--- src/rtl/fir_mc_folded.sv ---
// Folded multi-channel FIR: one multiplier and one accumulator shared across taps and channels.
// Define FIR_MC_SAT_EN to clamp results to the DATA_WIDTH signed range instead of wrapping.
module fir_mc_folded #(
  parameter int DATA_WIDTH = 16,
  parameter int COEF_WIDTH = 16,
  parameter int TAPS       = 8,
  parameter int CHANNELS   = 2,
  parameter int FRAC_BITS  = 15,
  localparam int CW = (CHANNELS > 1) ? $clog2(CHANNELS) : 1,
  localparam int AW = $clog2(TAPS)
) (
  input  logic                         clk,
  input  logic                         rst,
  input  logic                         en,
  input  logic signed [DATA_WIDTH-1:0] din,
  output logic                         sample_in,
  output logic [CW-1:0]                sample_ch,
  input  logic                         coef_we,
  input  logic [AW-1:0]                coef_addr,
  input  logic signed [COEF_WIDTH-1:0] coef_din,
  output logic                         busy,
  output logic signed [DATA_WIDTH-1:0] dout,
  output logic [CW-1:0]                dout_ch,
  output logic                         sample_out
);
  localparam int PW   = DATA_WIDTH + COEF_WIDTH;
  localparam int ACCW = PW + AW;

  localparam logic [1:0] IDLE   = 2'd0;
  localparam logic [1:0] ACCEPT = 2'd1;
  localparam logic [1:0] MAC    = 2'd2;
  localparam logic [1:0] DONE   = 2'd3;

  logic [1:0]                   state;
  logic [CW-1:0]                ch;
  logic [AW-1:0]                k;
  logic signed [ACCW-1:0]       acc;
  logic signed [DATA_WIDTH-1:0] hist [CHANNELS][TAPS];
  logic signed [COEF_WIDTH-1:0] coef [TAPS];
  logic signed [PW-1:0]         prod;
  logic signed [ACCW-1:0]       res;
  logic signed [DATA_WIDTH-1:0] res_q;

  assign busy      = (state != IDLE);
  assign sample_in = (state == ACCEPT);
  assign sample_ch = ch;

  // Operands are sign-extended to the full product width before multiplying.
  assign prod = PW'(hist[ch][k]) * PW'(coef[k]);
  assign res  = acc >>> FRAC_BITS;

`ifdef FIR_MC_SAT_EN
  localparam logic signed [ACCW-1:0] RMAX = {{(ACCW-DATA_WIDTH+1){1'b0}}, {(DATA_WIDTH-1){1'b1}}};
  localparam logic signed [ACCW-1:0] RMIN = ~RMAX;

  always_comb begin
    res_q = res[DATA_WIDTH-1:0];
    if (res > RMAX)      res_q = {1'b0, {(DATA_WIDTH-1){1'b1}}};
    else if (res < RMIN) res_q = {1'b1, {(DATA_WIDTH-1){1'b0}}};
  end
`else
  logic unused_res;
  assign res_q      = res[DATA_WIDTH-1:0];
  assign unused_res = ^res[ACCW-1:DATA_WIDTH];
`endif

  always_ff @(posedge clk) begin
    if (rst) begin
      state      <= IDLE;
      ch         <= '0;
      k          <= '0;
      acc        <= '0;
      dout       <= '0;
      dout_ch    <= '0;
      sample_out <= 1'b0;
      for (int c = 0; c < CHANNELS; c++)
        for (int t = 0; t < TAPS; t++) hist[c][t] <= '0;
      for (int t = 0; t < TAPS; t++) coef[t] <= '0;
    end else begin
      sample_out <= 1'b0;
      case (state)
        IDLE: begin
          // Coefficients are only writable while the datapath is quiet.
          if (coef_we && (32'(coef_addr) < TAPS)) coef[coef_addr] <= coef_din;
          if (en) state <= ACCEPT;
        end
        ACCEPT: begin
          hist[ch][0] <= din;
          for (int t = 1; t < TAPS; t++) hist[ch][t] <= hist[ch][t-1];
          acc   <= '0;
          k     <= '0;
          state <= MAC;
        end
        MAC: begin
          acc <= acc + ACCW'(prod);
          if (k == AW'(TAPS-1)) state <= DONE;
          else                  k     <= k + AW'(1);
        end
        DONE: begin
          dout       <= res_q;
          dout_ch    <= ch;
          sample_out <= 1'b1;
          ch         <= (ch == CW'(CHANNELS-1)) ? '0 : ch + CW'(1);
          state      <= en ? ACCEPT : IDLE;
        end
        default: state <= IDLE;
      endcase
    end
  end
endmodule

--- config.mk ---
export PLATFORM = sky130hd
export DESIGN_NAME = fir_mc_folded
export DESIGN_NICKNAME = d
export VERILOG_FILES = /design/src/rtl/fir_mc_folded.sv
export SDC_FILE = /design/constraint.sdc
export NUM_CORES = 1
export LEC_CHECK = 0
export BUFFER_PORTS_ARGS = -buffer_cell sky130_fd_sc_hd__buf_2
export CORE_MARGIN = 5
export CORE_UTILIZATION = 55
export DETAILED_ROUTE_END_ITERATION = 8
export PLACE_DENSITY = 0.7
export SYNTH_ARGS = -nofsm -noshare
export SYNTH_HDL_FRONTEND = slang
export SYNTH_SLANG_ARGS = --single-unit
--- constraint.sdc ---
create_clock -name clk -period 12.8 [get_ports clk]
set_input_delay 1.92 -clock clk [delete_from_list [all_inputs] [get_ports clk]]
set_output_delay 1.92 -clock clk [all_outputs]
set_load 0.01 [all_outputs]
==> results of run 1 <==
-- final timing paths --
kind / slack (ns) / from / endpoint / cells after the start
worst min register to register: 0.48 / acc[6] / acc[6] / 2
worst max-delay path: 4.50 / flip-flop / acc[30] / 23
worst min-delay path: 0.48 / acc[6] / acc[6] / 2
worst max register to register: 4.50 / flip-flop / acc[30] / 23
-- cells by family (layout without fill, tap and decap cells) --
group / Yosys count / after routing / synth area share
and+or+nand+nor: 786 / 786 / 0.126
other: 0 / 1 / 0
DFF: 443 / 443 / 0.427
adders and majority gates: 387 / 387 / 0.235
xor gates and xnor gates: 39 / 39 / 0.0115
buffers and inverters: 441 / 504 / 0.0600
AOI/OAI and AO/OA: 107 / 107 / 0.0232
muxes: 252 / 252 / 0.118
-- Yosys cell counts (23+ instances only) --
| cell type | n |
|---|---|
| clkbuf_1 | 73 |
| nor2b_1 | 66 |
| ha_1 | 102 |
| mux2i_1 | 154 |
| nand2b_1 | 32 |
| fa_1 | 285 |
| mux4_2 | 64 |
| inv_1 | 329 |
| dfxtp_1 | 59 |
| edfxtp_1 | 384 |
| nand2_1 | 121 |
| and2_1 | 159 |
| xnor2_1 | 23 |
| a21oi_1 | 33 |
| nor2_1 | 351 |
-- per-stage QoR --
step           instance area (um^2)  hold WS, ns
6_report                      32200        0.478
2_1_floorplan                 29800        0.432
3_3_place_gp                  30700        0.467
5_1_grt                       32200        0.505
3_5_place_dp                  30700        0.468
4_1_cts                       32200        0.477
-- layer usage --
metal / up-vias / wire length [um] / share of wire / track usage
met5: - / 27 / 0.00041 / 0
met4: 4 / 1780 / 0.027 / 0.0574
met2: 555 / 31000 / 0.48 / 0.364
li1: 8126 / - / - / -
met3: 125 / 4590 / 0.070 / 0.0498
met1: 9027 / 27800 / 0.43 / 0.313
-- state kept, by name, indices dropped and copies added, names as in the netlist, named ones only --
signal      cells
hist          256
coef          128
acc            31
dout           16
k               3
state           2
dout_ch         1
sample_ch       1
sample_out      1
-- worst min-delay path, stage by stage (launching register included) --
cell and delay (ns):
dfxtp_1 0.31, nand2b_1 0.07, a21oi_1 0.05
-- layout make-up --
class	instances	area [um^2]
sequential	443	12700
tap	696	871
clock inverter	28	328
antenna	1	2.50
multi-input combinational	1571	15300
inverter	329	1230
timing repair buffer	89	533
clock buffer	58	1220
fill	4198	21500
==> results by group, run 1 <==
Global route
  – Vias in the first global route: 19.4k
  – First-pass GRT wire length: 106,000 um
  – Total grt overflow: 0
  – Global Route Usage Sum: 0.224
  – Antenna violations before repair: 3
  – Largest net degree at the start of global routing: 129

Clock tree
  – TritonCTS sink count: 443
  – Skew-Pair Late Insertion Delay: 0.60 ns
  – Max Buffers Root-to-Sink: 3
  – Clock tree from TritonCTS: built
  – CTS H-tree depth: 2
  – CTS root buf: clkbuf_16
  – Post-CTS sizing: 0
  – Clk pin slew, worst setup/hold paths: 0.06 ns
  – Postcts setup bufs: 0
  – Hold Buf Count CTS: 0
  – TritonCTS buffer count: 47

Final layout
  – Area delta synth->final: 8.20%
  – Most frequent cells in the layout: 384 x edfxtp_1, 351 x nor2_1, 329 x inv_1, 285 x fa_1, 159 x and2_1
  – Finished Layout Cells: 3,215
  – Final Core Density: 0.600
  – Final net count: 2,907
  – Share of cells above drive strength 1: 0.107
  – Commonest non-fill, non-tap cell in the layout: edfxtp_1

Routing
  – Iteration-0 DRC Markers: 1,465
  – Drt drc: 0
  – Drt wl/cell: 20.3 um
  – Vias/cell: 5.55
  – Routed vias: 17.8k
  – Final ANT Viol Nets: 0
  – WL final: 65,200 um
  – Drt first pass iters: 5

Logic synthesis
  – Asr flop ratio synth: 0
  – Largest cells by area after synthesis: edfxtp_1 39%, fa_1 19%, mux2i_1 5.2%
  – Post-synthesis cell type with the largest combined area: edfxtp_1
  – Yosys reg bits: 443
  – Mapped cell area: 0.0298 mm^2
  – Sequential area share after synthesis: 0.427
  – Synth Warn #: 0
  – Post-Syn Nets: 2,881
  – Ys flop type: edfxtp_1
  – Mapped Avg Cell Area: 12.1 um^2
  – Cells after Synth: 2,455
  – Post-synth EDFFs: 384
  – Yosys cell types: 59
  – Top-area cell type share of the netlist area: 0.387

Worst setup path
  – Crit path cell chain: buf_12 > mux2i_1 > mux4_2 > mux2i_4 > nand2_1 > inv_1 > fa_1 > fa_1 > fa_1 > fa_1 > fa_1 > inv_1 > fa_1 > inv_1 > ha_1 > a21o_1 > a21o_1 > a21oi_1 > o21ai_1 > or4_1 > o22ai_1 > xnor2_1 > a22o_1
  – Setup CP Type: reg2reg
  – WP data required: 13.28 ns
  – CP peak stage delay: 0.87 ns
  – Crit path launch type: flip-flop
  – Top cell by count, worst path: fa_1
  – Crit-path slowest cell: fa_1
  – CP max FO: 128
  – Worst Path Buf+Inv: 4
  – Worst path top cell family by delay: adder cells
  – Critical Path End Type: flip-flop
  – Arrival time worst endpoint: 8.78 ns

Timing
  – Final worst path period share: 0.649
  – Clock Skew: 0.0237 ns
  – Final Hold Fails: 0
  – Sum of negative setup slack: 0 ns
  – Worst slew margin: 0.309
  – Fin crit period: 8.30 ns
  – Worst-Margin Slew: 1.03 ns
  – Final setup violation count: 0
  – Fin. max-slew vios: 0
  – F_max: 0.120 GHz
  – Post-route setup slack: 4.50 ns
  – Unrepaired setup endpoints after global routing: false

Run
  – Maxcap violations: 0

Die
  – Die height: 243 um
  – Die span in x: 243 um
  – I/O Pins: 60
  – Row count: 85
  – Initial Utilization: 0.554
  – Core Footprint: 0.0537 mm^2
  – Die ar.: 0.0589 mm^2

Placement
  – Pre-CTS WS: 4.57 ns
  – Routability Congestion: 0.880
  – Port bufs: 59
  – Post-DP HPWL: 44,300 um
  – Cells after DPL: 3,128

Worst hold path
  – Min-delay worst type: reg2reg

Status
  – Status: finished, final reports clean
Power of run 1 is not shown: default switching activity piles up to over one toggle a cycle in this logic, so the estimate is an artifact.
==> run 2: changes to the inputs <==
ABC_AREA = 1   (was not set)
PLACE_DENSITY = 0.73   (was 0.7)
clock period = 7.5 ns   (was 12.8 ns; I/O delays follow)
==> run 2 against run 1 <==
First-iteration DRC count up 28%. Core utilization up 1.1 points. Sequential cell count unchanged. Synthesized area down 0.19%. Non-clock buffer count up 58. Critical endpoint is now acc[22]. Largest cell class unchanged.
==> results by group, run 2 <==
Logic synthesis
  – Synth Warn #: 0 (unchanged)
  – Mapped Avg Cell Area: 9.61 um^2 (was 12.1 um^2)
  – Ys flop type: edfxtp_1 (unchanged)
  – Largest cells by area after synthesis: edfxtp_1 39%, fa_1 19%, nor2_1 8.0% (was edfxtp_1 39%, fa_1 19%, mux2i_1 5.2%)
  – Most numerous cell in the Yosys netlist: nor2_1 (was edfxtp_1)
  – Yosys cell types: 46 (was 59)
  – Post-synth EDFFs: 384 (unchanged)
  – Top-area cell type share of the netlist area: 0.388 (was 0.387)
  – Cells after Synth: 3,091 (was 2,455)
  – Asr flop ratio synth: 0 (unchanged)
  – Post-Syn Nets: 3,517 (was 2,881)
  – Most common library cells after synthesis: 632 x nor2_1, 496 x nand2_1, 455 x inv_1 (was 384 x edfxtp_1, 351 x nor2_1, 329 x inv_1)
  – Post-synthesis cell type with the largest combined area: edfxtp_1 (unchanged)
  – Mapped cell area: 0.0297 mm^2 (was 0.0298 mm^2)
  – Sequential area share after synthesis: 0.428 (was 0.427)
  – Yosys reg bits: 443 (unchanged)

Worst hold path
  – Min-delay worst type: reg2reg (unchanged)

Global route
  – Antenna violations before repair: 0 (was 3)
  – Global Route Usage Sum: 0.269 (was 0.224)
  – Total grt overflow: 0 (unchanged)
  – Largest net degree at the start of global routing: 94 (was 129)
  – Vias in the first global route: 22.6k (was 19.4k)
  – First-pass GRT wire length: 125,000 um (was 106,000 um)

Timing
  – Worst slew margin: 0.257 (was 0.309)
  – Fin crit period: 7.17 ns (was 8.30 ns)
  – Final Hold Fails: 0 (unchanged)
  – Worst-Margin Slew: 1.11 ns (was 1.03 ns)
  – Unrepaired setup endpoints after global routing: true (was false)
  – F_max: 0.140 GHz (was 0.120 GHz)
  – Clock Skew: 0.0492 ns (was 0.0237 ns)
  – Hold_ws: 0.469 ns (was 0.478 ns)
  – Post-route setup slack: 0.334 ns (was 4.50 ns)
  – Final worst path period share: 0.956 (was 0.649)
  – Final setup violation count: 0 (unchanged)
  – Fin. max-slew vios: 0 (unchanged)

Die
  – Row count: 85 (unchanged)
  – Core Footprint: 0.0537 mm^2 (unchanged)
  – Die ar.: 0.0588 mm^2 (was 0.0589 mm^2)
  – I/O Pins: 60 (unchanged)
  – Die height: 242 um (was 243 um)
  – Initial Utilization: 0.553 (was 0.554)
  – Die span in x: 242 um (was 243 um)

Final layout
  – Max reg flops: 256 (unchanged)
  – Fillers: 4,479 (was 4,198)
  – Commonest non-fill, non-tap cell in the layout: nor2_1 (was edfxtp_1)
  – Share of cells above drive strength 1: 0.0851 (was 0.107)
  – Ant diodes: 0 (was 1)
  – Most frequent cells in the layout: 629 x nor2_1, 492 x nand2_1, 452 x inv_1, 384 x edfxtp_1, 282 x fa_1 (was 384 x edfxtp_1, 351 x nor2_1, 329 x inv_1, 285 x fa_1, 159 x and2_1)
  – Top reg by flops: hist (unchanged)
  – Area delta synth->final: 10.4% (was 8.20%)
  – Largest regs: hist x256, coef x128, acc x31 (unchanged)
  – Final net count: 3,586 (was 2,907)

Worst setup path
  – Arrival time worst endpoint: 7.62 ns (was 8.78 ns)
  – Top cell by count, worst path: fa_1 (unchanged)
  – Crit path launch type: flip-flop (unchanged)
  – Setup CP Type: reg2reg (unchanged)
  – WP data required: 7.95 ns (was 13.28 ns)
  – CP peak stage delay: 0.55 ns (was 0.87 ns)
  – CP max FO: 36 (was 128)
  – Crit-path slowest cell: fa_1 (unchanged)
  – Critical Path End Type: flip-flop (unchanged)

Routing
  – Routed vias: 21.6k (was 17.8k)
  – Drt drc: 0 (unchanged)
  – Drt first pass iters: 6 (was 5)
  – Final ANT Viol Nets: 0 (unchanged)
  – Iteration-0 DRC Markers: 1,878 (was 1,465)
  – Vias/cell: 5.55 (about the same)
  – Drt wl/cell: 20.2 um (was 20.3 um)
  – WL final: 78,700 um (was 65,200 um)

Clock tree
  – Max Buffers Root-to-Sink: 3 (unchanged)
  – Skew-Pair Late Insertion Delay: 0.62 ns (was 0.60 ns)
  – Clk pin slew, worst setup/hold paths: 0.06 ns (about the same)
  – CTS H-tree depth: 2 (unchanged)
  – CTS root buf: clkbuf_16 (unchanged)
  – TritonCTS sink count: 443 (unchanged)
  – Clock tree from TritonCTS: built (unchanged)
  – TritonCTS buffer count: 48 (was 47)

Placement
  – Port bufs: 59 (unchanged)
  – Post-DP HPWL: 55,800 um (was 44,300 um)
  – Routability Congestion: 0.995 (was 0.880)
  – Pre-CTS WS: -0.0120 ns (was 4.57 ns)

Run
  – Maxcap violations: 0 (unchanged)

Status
  – Status: finished, final reports clean (unchanged)
[run 2: changes by cell type after synthesis, moves of 21 or more]
cell / change
o22ai_1: +27
nor2b_1: -66
nand2_1: +375
xnor2_1: -21
inv_1: +126
and2_1: -157
mux4_2: -64
nor2_1: +281
mux2i_1: -48
o21ai_0: +101
nand3_1: +118
nand2b_1: -32
a21oi_1: +65
[run 2: final timing paths]
| check | slack (ns) | start | cells past startpoint | endpoint |
|---|---|---|---|---|
| max | 0.33 | flip-flop | 26 | acc[22] |
| min reg2reg | 0.47 | dout_ch | 2 | dout_ch |
| max reg2reg | 0.33 | flip-flop | 26 | acc[22] |
| min | 0.47 | dout_ch | 2 | dout_ch |
[run 2: final cells by class]
type	instances	area, um^2	area share
multi-input cells	2054	14800	0.450
flip-flops and latches	443	12700	0.388
inverters	466	1770	0.0540
clock buffers	56	1230	0.0375
repair buffers	147	1110	0.0337
well taps	696	871	0.0265
clock inverters	32	344	0.0105
[run 2: repair_timing]
action,4_1_cts,5_1_grt
buffers inserted,0,6
gates cloned,0,1
setup endpoints to repair,1,10
gates resized for setup,1,28
pin swaps,0,1
endpoints found under the hold margin,0,0
hold buffers,0,0
[run 2: through the flow]
stage	setup TNS, ns	instances	cell area [um^2]	utilization
floorplan	0	3091	29700	-
global placement	0	3799	31000	0.578
detailed placement	-0.0120	3799	31000	0.578
CTS	0	3887	32600	0.607
global route	-0.0614	3894	32800	0.611
finish	0	3894	32800	0.611
[run 2: per-layer routing]
layer | GRT usage | up-vias | wire length [um]
met3 | 0.0452 | 156 | 6220
met2 | 0.444 | 868 | 37700
met1 | 0.365 | 10625 | 32000
met4 | 0.0926 | 0 | 2880
li1 | - | 9973 | -
met5 | 0 | - | 0
[run 2: critical path: cells and delay by family (launching register included)]
kind,cells,cell delay (ns)
multiplexers,1,0.39
buffers and inverters,5,0.68
adder cells (fa/ha/maj),7,3.29
AND/OR/NAND/NOR,7,1.07
AO/OA/AOI/OAI,6,1.05
flip-flops,1,0.50
[run 2: logic make-up after synthesis]
kind of cell,after synthesis,share of synthesized area
and+or+nand+nor,1285,0.172
buffers and inverters,594,0.0786
DFF,443,0.428
adders and majority gates,387,0.235
AOI/OAI and AO/OA,273,0.0502
muxes,106,0.0357
xor gates and xnor gates,3,0.000885
Power of run 2 is left out for the same reason.
